==> src/rtl/ps2_scancode_decoder_pkg.sv <==
// Shared definitions for the PS/2 scan-code decoder: set-2 byte constants,
// decoder state encoding and the queued key-event word layout.
package ps2_scancode_decoder_pkg;

    // Scan-code set 2 prefixes
    localparam logic [7:0] SC_E0       = 8'hE0;
    localparam logic [7:0] SC_F0       = 8'hF0;
    localparam logic [7:0] SC_E1       = 8'hE1;

    // Keyboard response bytes (only meaningful outside a prefix sequence)
    localparam logic [7:0] SC_ACK      = 8'hFA;
    localparam logic [7:0] SC_RESEND   = 8'hFE;
    localparam logic [7:0] SC_BAT_OK   = 8'hAA;
    localparam logic [7:0] SC_BAT_FAIL = 8'hFC;
    localparam logic [7:0] SC_ECHO     = 8'hEE;
    localparam logic [7:0] SC_ERR0     = 8'h00;
    localparam logic [7:0] SC_ERRF     = 8'hFF;

    // Pause is E1 followed by seven more bytes that carry no extra information
    localparam logic [2:0] PAUSE_LEN   = 3'd7;

    typedef enum logic [2:0] {
        ST_IDLE  = 3'd0,
        ST_E0    = 3'd1,
        ST_F0    = 3'd2,
        ST_E0F0  = 3'd3,
        ST_PAUSE = 3'd4
    } state_t;

    // Queued event word {ext, brk, code}; brk is the break (key release) flag
    typedef struct packed {
        logic       ext;
        logic       brk;
        logic [7:0] code;
    } evt_t;

    // Key-detect error / overrun bytes abort any sequence
    function automatic logic is_err(input logic [7:0] b);
        return (b == SC_ERR0) || (b == SC_ERRF);
    endfunction

endpackage

==> src/rtl/ps2_scancode_decoder_if.sv <==
// Byte-stream input, event-queue output and keyboard response pulses of the
// scan-code decoder. The decoder uses the slave view, the CPU/host side the master view.
interface ps2_scancode_decoder_if #(
    parameter int FIFO_AW = 3
);
    logic [7:0]       rx_data;
    logic             rx_ready;
    logic [7:0]       evt_code;
    logic             evt_ext;
    logic             evt_release;
    logic             evt_valid;
    logic             evt_ack;
    logic [FIFO_AW:0] evt_count;
    logic             overflow;
    logic             clr_overflow;
    logic             kbd_ack;
    logic             kbd_resend;
    logic             kbd_bat_ok;
    logic             kbd_bat_fail;
    logic             kbd_echo;
    logic             kbd_err;

    modport slave (
        input  rx_data, rx_ready, evt_ack, clr_overflow,
        output evt_code, evt_ext, evt_release, evt_valid, evt_count, overflow,
        output kbd_ack, kbd_resend, kbd_bat_ok, kbd_bat_fail, kbd_echo, kbd_err
    );

    modport master (
        output rx_data, rx_ready, evt_ack, clr_overflow,
        input  evt_code, evt_ext, evt_release, evt_valid, evt_count, overflow,
        input  kbd_ack, kbd_resend, kbd_bat_ok, kbd_bat_fail, kbd_echo, kbd_err
    );
endinterface

==> src/rtl/ps2_event_fifo.sv <==
// Show-ahead synchronous FIFO for 10-bit key events. A push while full is
// accepted only when a pop happens in the same cycle; the head reads as zero when empty.
module ps2_event_fifo #(
    parameter int AW = 3
) (
    input  logic        clk,
    input  logic        rst_n,
    input  logic        push,
    input  logic [9:0]  wr_data,
    input  logic        pop,
    output logic [9:0]  rd_data,
    output logic        full,
    output logic        empty,
    output logic [AW:0] count
);
    localparam int          DEPTH    = 1 << AW;
    localparam logic [AW:0] FULL_CNT = (AW + 1)'(DEPTH);

    logic [9:0]    mem [0:DEPTH-1];
    logic [AW-1:0] wr_ptr_reg;
    logic [AW-1:0] rd_ptr_reg;
    logic [AW:0]   count_reg;
    logic          do_push;
    logic          do_pop;

    assign empty   = (count_reg == '0);
    assign full    = (count_reg == FULL_CNT);
    assign do_pop  = pop & ~empty;
    assign do_push = push & (~full | do_pop);
    assign count   = count_reg;
    assign rd_data = empty ? 10'd0 : mem[rd_ptr_reg];

    // Storage write; contents need no reset because the head is masked while empty
    always_ff @(posedge clk) begin
        if (do_push) begin
            mem[wr_ptr_reg] <= wr_data;
        end
    end

    // Pointer and occupancy tracking; pointers wrap naturally at 2**AW
    always_ff @(posedge clk or negedge rst_n) begin
        if (!rst_n) begin
            wr_ptr_reg <= '0;
            rd_ptr_reg <= '0;
            count_reg  <= '0;
        end else begin
            if (do_push) wr_ptr_reg <= wr_ptr_reg + AW'(1);
            if (do_pop)  rd_ptr_reg <= rd_ptr_reg + AW'(1);
            case ({do_push, do_pop})
                2'b10:   count_reg <= count_reg + (AW + 1)'(1);
                2'b01:   count_reg <= count_reg - (AW + 1)'(1);
                default: count_reg <= count_reg;
            endcase
        end
    end

endmodule

==> src/rtl/ps2_scancode_decoder.sv <==
// Scan-code set 2 decoder: folds E0/F0/E1 prefix sequences into single key
// events queued in a FIFO, and turns keyboard response bytes into one-cycle pulses.
module ps2_scancode_decoder
    import ps2_scancode_decoder_pkg::*;
#(
    parameter int FIFO_AW = 3,
    parameter int TO_W    = 20
) (
    input logic                   clk,
    input logic                   rst_n,
    ps2_scancode_decoder_if.slave bus
);
    // Timeout fires on the idle cycle that would bring the counter to all-ones
    localparam logic [TO_W-1:0] TO_LAST = {{(TO_W-1){1'b1}}, 1'b0};

    state_t          state_reg, state_next;
    logic [2:0]      pause_cnt_reg, pause_cnt_next;
    logic [TO_W-1:0] to_cnt_reg, to_cnt_next;
    logic            timeout;

    logic            push;
    evt_t            push_evt;
    evt_t            head;
    logic            fifo_full;
    logic            fifo_empty;
    logic            pop_req;
    logic            overflow_reg;

    // Pulse order: ack, resend, bat_ok, bat_fail, echo, err
    logic [5:0]      kbd_next;
    logic [5:0]      kbd_reg;

    logic [7:0]      b;
    assign b = bus.rx_data;

    assign timeout = (state_reg != ST_IDLE) && !bus.rx_ready && (to_cnt_reg == TO_LAST);
    assign pop_req = bus.evt_ack & ~fifo_empty;

    // State, pause counter and timeout counter registers
    always_ff @(posedge clk or negedge rst_n) begin
        if (!rst_n) begin
            state_reg     <= ST_IDLE;
            pause_cnt_reg <= '0;
            to_cnt_reg    <= '0;
        end else begin
            state_reg     <= state_next;
            pause_cnt_reg <= pause_cnt_next;
            to_cnt_reg    <= to_cnt_next;
        end
    end

    // Next-state logic: prefix tracking, Pause byte swallowing and timeout abort
    always_comb begin
        state_next     = state_reg;
        pause_cnt_next = pause_cnt_reg;
        if (bus.rx_ready) begin
            unique case (state_reg)
                ST_IDLE: begin
                    if (b == SC_E0) begin
                        state_next = ST_E0;
                    end else if (b == SC_F0) begin
                        state_next = ST_F0;
                    end else if (b == SC_E1) begin
                        state_next     = ST_PAUSE;
                        pause_cnt_next = PAUSE_LEN;
                    end
                end
                ST_E0: begin
                    if (b == SC_F0)      state_next = ST_E0F0;
                    else if (b == SC_E0) state_next = ST_E0;
                    else                 state_next = ST_IDLE;
                end
                ST_F0, ST_E0F0: begin
                    state_next = ST_IDLE;
                end
                ST_PAUSE: begin
                    pause_cnt_next = pause_cnt_reg - 3'd1;
                    if (pause_cnt_reg == 3'd1) state_next = ST_IDLE;
                end
                default: state_next = ST_IDLE;
            endcase
        end else if (timeout) begin
            state_next = ST_IDLE;
        end
        // Counter only runs while a sequence is open and the keyboard is silent
        if (state_reg == ST_IDLE || bus.rx_ready || timeout) begin
            to_cnt_next = '0;
        end else begin
            to_cnt_next = to_cnt_reg + TO_W'(1);
        end
    end

    // Output decode: FIFO push word and response pulses for the current byte
    always_comb begin
        push     = 1'b0;
        push_evt = '0;
        kbd_next = '0;
        if (bus.rx_ready) begin
            unique case (state_reg)
                ST_IDLE: begin
                    case (b)
                        SC_E0, SC_F0, SC_E1: ;
                        SC_ACK:              kbd_next[5] = 1'b1;
                        SC_RESEND:           kbd_next[4] = 1'b1;
                        SC_BAT_OK:           kbd_next[3] = 1'b1;
                        SC_BAT_FAIL:         kbd_next[2] = 1'b1;
                        SC_ECHO:             kbd_next[1] = 1'b1;
                        SC_ERR0, SC_ERRF:    kbd_next[0] = 1'b1;
                        default: begin
                            push     = 1'b1;
                            push_evt = '{ext: 1'b0, brk: 1'b0, code: b};
                        end
                    endcase
                end
                ST_E0: begin
                    if (b == SC_F0 || b == SC_E0) begin
                        push = 1'b0;
                    end else if (is_err(b)) begin
                        kbd_next[0] = 1'b1;
                    end else begin
                        push     = 1'b1;
                        push_evt = '{ext: 1'b1, brk: 1'b0, code: b};
                    end
                end
                ST_F0, ST_E0F0: begin
                    if (is_err(b)) begin
                        kbd_next[0] = 1'b1;
                    end else begin
                        push     = 1'b1;
                        push_evt = '{ext: (state_reg == ST_E0F0), brk: 1'b1, code: b};
                    end
                end
                ST_PAUSE: begin
                    if (pause_cnt_reg == 3'd1) begin
                        push     = 1'b1;
                        push_evt = '{ext: 1'b0, brk: 1'b0, code: SC_E1};
                    end
                end
                default: push = 1'b0;
            endcase
        end
    end

    // Response pulses are registered so each lasts exactly one cycle
    always_ff @(posedge clk or negedge rst_n) begin
        if (!rst_n) kbd_reg <= '0;
        else        kbd_reg <= kbd_next;
    end

    // Sticky overflow: a dropped event wins over a simultaneous clear
    always_ff @(posedge clk or negedge rst_n) begin
        if (!rst_n)                                overflow_reg <= 1'b0;
        else if (push && fifo_full && !pop_req)    overflow_reg <= 1'b1;
        else if (bus.clr_overflow)                 overflow_reg <= 1'b0;
    end

    ps2_event_fifo #(
        .AW(FIFO_AW)
    ) u_fifo (
        .clk     (clk),
        .rst_n   (rst_n),
        .push    (push),
        .wr_data (push_evt),
        .pop     (bus.evt_ack),
        .rd_data (head),
        .full    (fifo_full),
        .empty   (fifo_empty),
        .count   (bus.evt_count)
    );

    assign bus.evt_code     = head.code;
    assign bus.evt_ext      = head.ext;
    assign bus.evt_release  = head.brk;
    assign bus.evt_valid    = ~fifo_empty;
    assign bus.overflow     = overflow_reg;
    assign bus.kbd_ack      = kbd_reg[5];
    assign bus.kbd_resend   = kbd_reg[4];
    assign bus.kbd_bat_ok   = kbd_reg[3];
    assign bus.kbd_bat_fail = kbd_reg[2];
    assign bus.kbd_echo     = kbd_reg[1];
    assign bus.kbd_err      = kbd_reg[0];

endmodule

==> src/flat_wrapper.sv <==
// flat-port wrapper written by rule: the top's interface ports become plain ports
module ps2_scancode_decoder_flat import ps2_scancode_decoder_pkg::*;
#(
    parameter int FIFO_AW = 3,
    parameter int TO_W    = 20
)
  (clk, rst_n, bus_rx_data, bus_rx_ready, bus_evt_ack, bus_clr_overflow, bus_evt_code, bus_evt_ext, bus_evt_release, bus_evt_valid, bus_evt_count, bus_overflow, bus_kbd_ack, bus_kbd_resend, bus_kbd_bat_ok, bus_kbd_bat_fail, bus_kbd_echo, bus_kbd_err);
  ps2_scancode_decoder_if #(.FIFO_AW(FIFO_AW)) bus_i ();
  input logic clk;
  input logic rst_n;
  input wire logic [$bits(bus_i.rx_data)-1:0] bus_rx_data;
  input wire logic [$bits(bus_i.rx_ready)-1:0] bus_rx_ready;
  input wire logic [$bits(bus_i.evt_ack)-1:0] bus_evt_ack;
  input wire logic [$bits(bus_i.clr_overflow)-1:0] bus_clr_overflow;
  output wire logic [$bits(bus_i.evt_code)-1:0] bus_evt_code;
  output wire logic [$bits(bus_i.evt_ext)-1:0] bus_evt_ext;
  output wire logic [$bits(bus_i.evt_release)-1:0] bus_evt_release;
  output wire logic [$bits(bus_i.evt_valid)-1:0] bus_evt_valid;
  output wire logic [$bits(bus_i.evt_count)-1:0] bus_evt_count;
  output wire logic [$bits(bus_i.overflow)-1:0] bus_overflow;
  output wire logic [$bits(bus_i.kbd_ack)-1:0] bus_kbd_ack;
  output wire logic [$bits(bus_i.kbd_resend)-1:0] bus_kbd_resend;
  output wire logic [$bits(bus_i.kbd_bat_ok)-1:0] bus_kbd_bat_ok;
  output wire logic [$bits(bus_i.kbd_bat_fail)-1:0] bus_kbd_bat_fail;
  output wire logic [$bits(bus_i.kbd_echo)-1:0] bus_kbd_echo;
  output wire logic [$bits(bus_i.kbd_err)-1:0] bus_kbd_err;
  assign bus_i.rx_data = bus_rx_data;
  assign bus_i.rx_ready = bus_rx_ready;
  assign bus_i.evt_ack = bus_evt_ack;
  assign bus_i.clr_overflow = bus_clr_overflow;
  assign bus_evt_code = bus_i.evt_code;
  assign bus_evt_ext = bus_i.evt_ext;
  assign bus_evt_release = bus_i.evt_release;
  assign bus_evt_valid = bus_i.evt_valid;
  assign bus_evt_count = bus_i.evt_count;
  assign bus_overflow = bus_i.overflow;
  assign bus_kbd_ack = bus_i.kbd_ack;
  assign bus_kbd_resend = bus_i.kbd_resend;
  assign bus_kbd_bat_ok = bus_i.kbd_bat_ok;
  assign bus_kbd_bat_fail = bus_i.kbd_bat_fail;
  assign bus_kbd_echo = bus_i.kbd_echo;
  assign bus_kbd_err = bus_i.kbd_err;
  ps2_scancode_decoder #(.FIFO_AW(FIFO_AW), .TO_W(TO_W)) u_core (.clk(clk), .rst_n(rst_n), .bus(bus_i));
endmodule
==> config.mk <==
export PLATFORM = sky130hd
export DESIGN_NAME = ps2_scancode_decoder_flat
export DESIGN_NICKNAME = d
export VERILOG_FILES = /design/src/rtl/ps2_scancode_decoder_pkg.sv /design/src/rtl/ps2_scancode_decoder_if.sv /design/src/rtl/ps2_event_fifo.sv /design/src/rtl/ps2_scancode_decoder.sv /design/src/flat_wrapper.sv
export SDC_FILE = /design/constraint.sdc
export NUM_CORES = 1
export LEC_CHECK = 0
export ABC_AREA = 1
export CAP_MARGIN = 20
export CORE_ASPECT_RATIO = 1.1
export CORE_MARGIN = 5
export CORE_UTILIZATION = 45
export CTS_CLUSTER_SIZE = 20
export DETAILED_ROUTE_END_ITERATION = 6
export SYNTH_ARGS = -nofsm -noshare
export SYNTH_HDL_FRONTEND = slang
export SYNTH_SLANG_ARGS = --single-unit
==> constraint.sdc <==
create_clock -name clk -period 4.2 [get_ports clk]
set_input_delay 0.63 -clock clk [delete_from_list [all_inputs] [get_ports clk]]
set_output_delay 0.63 -clock clk [all_outputs]
set_load 0.01 [all_outputs]
==> impl_results.md <==
- Post-CTS Setup Bufs: 0
- Number of sinks on the clock net: 123
- Floorplan die width: 116.5 µm
- Fraction of final layout cells sized beyond drive strength 1: 12.18%
- Area added between synthesis and finish: 20.90%
- Critical register-to-register path endpoint: u_core.u_fifo.count[3]
- Buffers from clock root to sink, at most: 2
- Detailed Routing Iterations Pass 1: 5
- Final critical delay including setup and external delays: 3.472 ns
- Number of nets in the final layout: 633
- Die Outline Area: 0.01481 mm²
- Total global routing overflow: 0
- Count of final max-slew check failures: 0
- Area of the multi-input gates: 0.001879 mm²
- Number of flip-flops under the largest register name: 80
- Post-DRT Antenna Nets: 0
- Source of the worst register-to-register timing path: u_core.u_fifo.count[1]
- Async set or reset register ratio after synthesis: 34.96%
- Port buffer count: 34
- Placer Congestion: 0.8760
- Insertion delay to the later sink of the worst-skew pair: 0.41 ns
- Max-cap violations: 0
- DRC violations left: 0
- Area of all placed cells without fillers: 0.006788 mm²
- Number of synthesis warnings: 0
- Worst Path Class, Setup: reg -> out
- Data arrival, critical path: 2.84 ns
- Power density of the placed cells: 683.6 mW/mm²
- Most used flip-flop cell after synthesis: sky130_fd_sc_hd__edfxtp_1
- Master cell of the clock root buffer: sky130_fd_sc_hd__clkbuf_16
- Clock-pin slew on the worst setup and hold paths: 0.06 ns
- Number of failing hold endpoints at the final stage: 0
- Hold buffers post-CTS: 0
- Total length of routed wires: 12.96 mm
- Crit path largest cell delay: 0.60 ns
- Synth Net Count: 587
- Required time worst endpoint: 3.57 ns
- Leakage dissipation: 0.002720 µW
- Maximum number of pins on one net before global-route repair: 44
- Core footprint: 0.01214 mm²
- CP startpoint kind: register
- Status: finished clean
- Sort of element at the end of the critical path: output pin
- Row Count: 42
- Die outline height: 127.1 µm
- Worst-case headroom to the max-slew limit: 34.34%
- EDFF count, synth: 80
- Number of vias after detailed routing: 4156
- Slew @ Worst Pin: 0.9849 ns
- Number of antenna violations at the first check in global routing: 0
- RSZ-0062 raised after global routing: false
- Final Setup Violations: 0
- Type of the most critical hold path: in -> async
- Post-route fraction of the period consumed by the critical path: 82.68%
- Commonest non-fill, non-tap cell in the layout: sky130_fd_sc_hd__nor2_1
- Top-Level Pins: 35
- Area fraction of the dominant cell type after synthesis: 42.79%
- Number of global-route vias before repair: 4160
- Largest driver fanout on the critical path: 27
- Commonest cells after routing, fill and taps aside: 110 x sky130_fd_sc_hd__nor2_1, 80 x sky130_fd_sc_hd__edfxtp_1, 75 x sky130_fd_sc_hd__nand2_1
- Detailed Place HPWL: 8.449 mm
- # fillers: 1044
- Ordered list of cells on the worst path: inv_1, buf_4, nor2_1, o22ai_1, o21ai_1, a31oi_1, clkdlybuf4s50_1
- TritonCTS clock tree: built
- Average via count per standard cell: 5.342
- R2R depth: 15
- Worst setup skew after layout: 0.008281 ns
- Slowest stage cell, crit path: sky130_fd_sc_hd__inv_1
- Fraction of the yosys area taken by sequential cells: 61.96%
- Global-route total usage across every layer: 18.65%
- Average footprint of a synthesized cell: 9.937 µm²
- Setup TNS after final layout: 0 ns
- Cell area after technology mapping: 0.005614 mm²
- Number of cells upsized or downsized after cts: 0
- H-tree levels: 4
- Post-layout power: 4640 µW
- Inserted Clock Buffers: 17
- Cell types with the largest area share after synthesis: sky130_fd_sc_hd__edfxtp_1 43%, sky130_fd_sc_hd__dfrtp_1 19%, sky130_fd_sc_hd__nor2_1 7.4%
- Synth area leader: sky130_fd_sc_hd__edfxtp_1
- Reg area: 0.003478 mm²
- Fmax: 288.0 MHz
- Setup slack on the worst flop-to-flop path: 1.18 ns
- ANT cells: 0
- Wire length of the first global-routing pass: 21.06 mm
- Post-detailed-route wirelength per cell: 16.65 µm
- Initial standard-cell utilization of the core: 46.25%
- Synthesized netlist cell count: 565
- Synthesis-stage register bit count: 123
- IR Drop Worst-Case VDD: 0.3288 mV
- Number of distinct library cells after synthesis: 36
- First-iteration detailed-routing DRC count: 271
- End-of-flow core utilization: 55.92%
- Area post-placement: 0.006152 mm²
==> worst max-delay path: cells and delay by family, from the launching register on <==
family	cells	cell delay [ns]
compound gates	3	0.49
buf+inv	3	1.51
flops	1	0.37
simple gates	1	0.06
==> how the worst max path moves through the flow <==
stage	startpoint	to	depth (start not counted)
3_3_place_gp	bus_rx_data[7]	u_core.u_fifo.mem[0][3]	13
5_1_grt	u_core.u_fifo.rd_ptr_reg[0]	bus_evt_code[5]	7
6_report	u_core.u_fifo.rd_ptr_reg[0]	bus_evt_code[1]	7
2_1_floorplan	bus_rx_data[0]	u_core.u_fifo.count[3]	20
3_5_place_dp	bus_rx_data[3]	u_core.u_fifo.mem[0][4]	13
4_1_cts	u_core.u_fifo.rd_ptr_reg[0]	bus_evt_code[1]	7
==> synth_stat cells (all sizes together), types with 5 or more instances <==
master / count
inv: 51
a21oi: 17
nor3: 11
ha: 8
o22ai: 11
nand3: 16
nor2: 122
a31oi: 11
clkbuf: 16
o21ai: 59
edfxtp: 80
nand2: 85
dfrtp: 43
nor3b: 5
xor2: 5
nand4: 7
==> kinds of logic (layout without fill, tap and decap cells) <==
| group | after synthesis | count (layout) | share of synthesized area [%] |
|---|---|---|---|
| and+or+nand+nor | 253 | 253 | 20.04 |
| DFF | 123 | 123 | 61.96 |
| AOI/OAI and AO/OA | 104 | 104 | 10.05 |
| buffers and inverters | 68 | 127 | 4.568 |
| adders and majority gates | 9 | 9 | 2.140 |
| xor gates and xnor gates | 8 | 8 | 1.248 |
==> where the power goes <==
group / internal [µW] / switching, µW
Sequential: 1500 / 76.4
Clock: 1010 / 566
Combinational: 567 / 921
Total: 3080 / 1560
==> metrics by stage <==
| stage | worst slack (ns) | hold slack, ns | instances |
|---|---|---|---|
| after CTS | 0.6981 | 0.4039 | 778 |
| final | 0.7276 | 0.3844 | 778 |
| after global routing | 0.5350 | 0.4487 | 778 |
| after detailed placement | 0.8135 | 0.4895 | 746 |
| after floorplan | 1.700 | 0.3344 | 565 |
| after global placement | 0.8909 | 0.4671 | 746 |
==> routing by layer <==
layer	wire length, µm	up-vias	track usage [%]
met2	6531	92	30.81
li1	-	2021	-
met3	539	15	4.352
met1	5696	2028	24.05
met5	0	-	0
met4	190	0	6.485
==> final cells by class <==
cell class | instances | share of cell area, %
clock buffer | 18 | 6.323
clock inverter | 14 | 3.041
inverter | 51 | 2.820
multi-input combinational | 374 | 27.69
sequential | 123 | 51.24
tap | 154 | 2.839
timing repair buffer | 44 | 6.046
No activity file was read; power rests on OpenSTA's default activity.
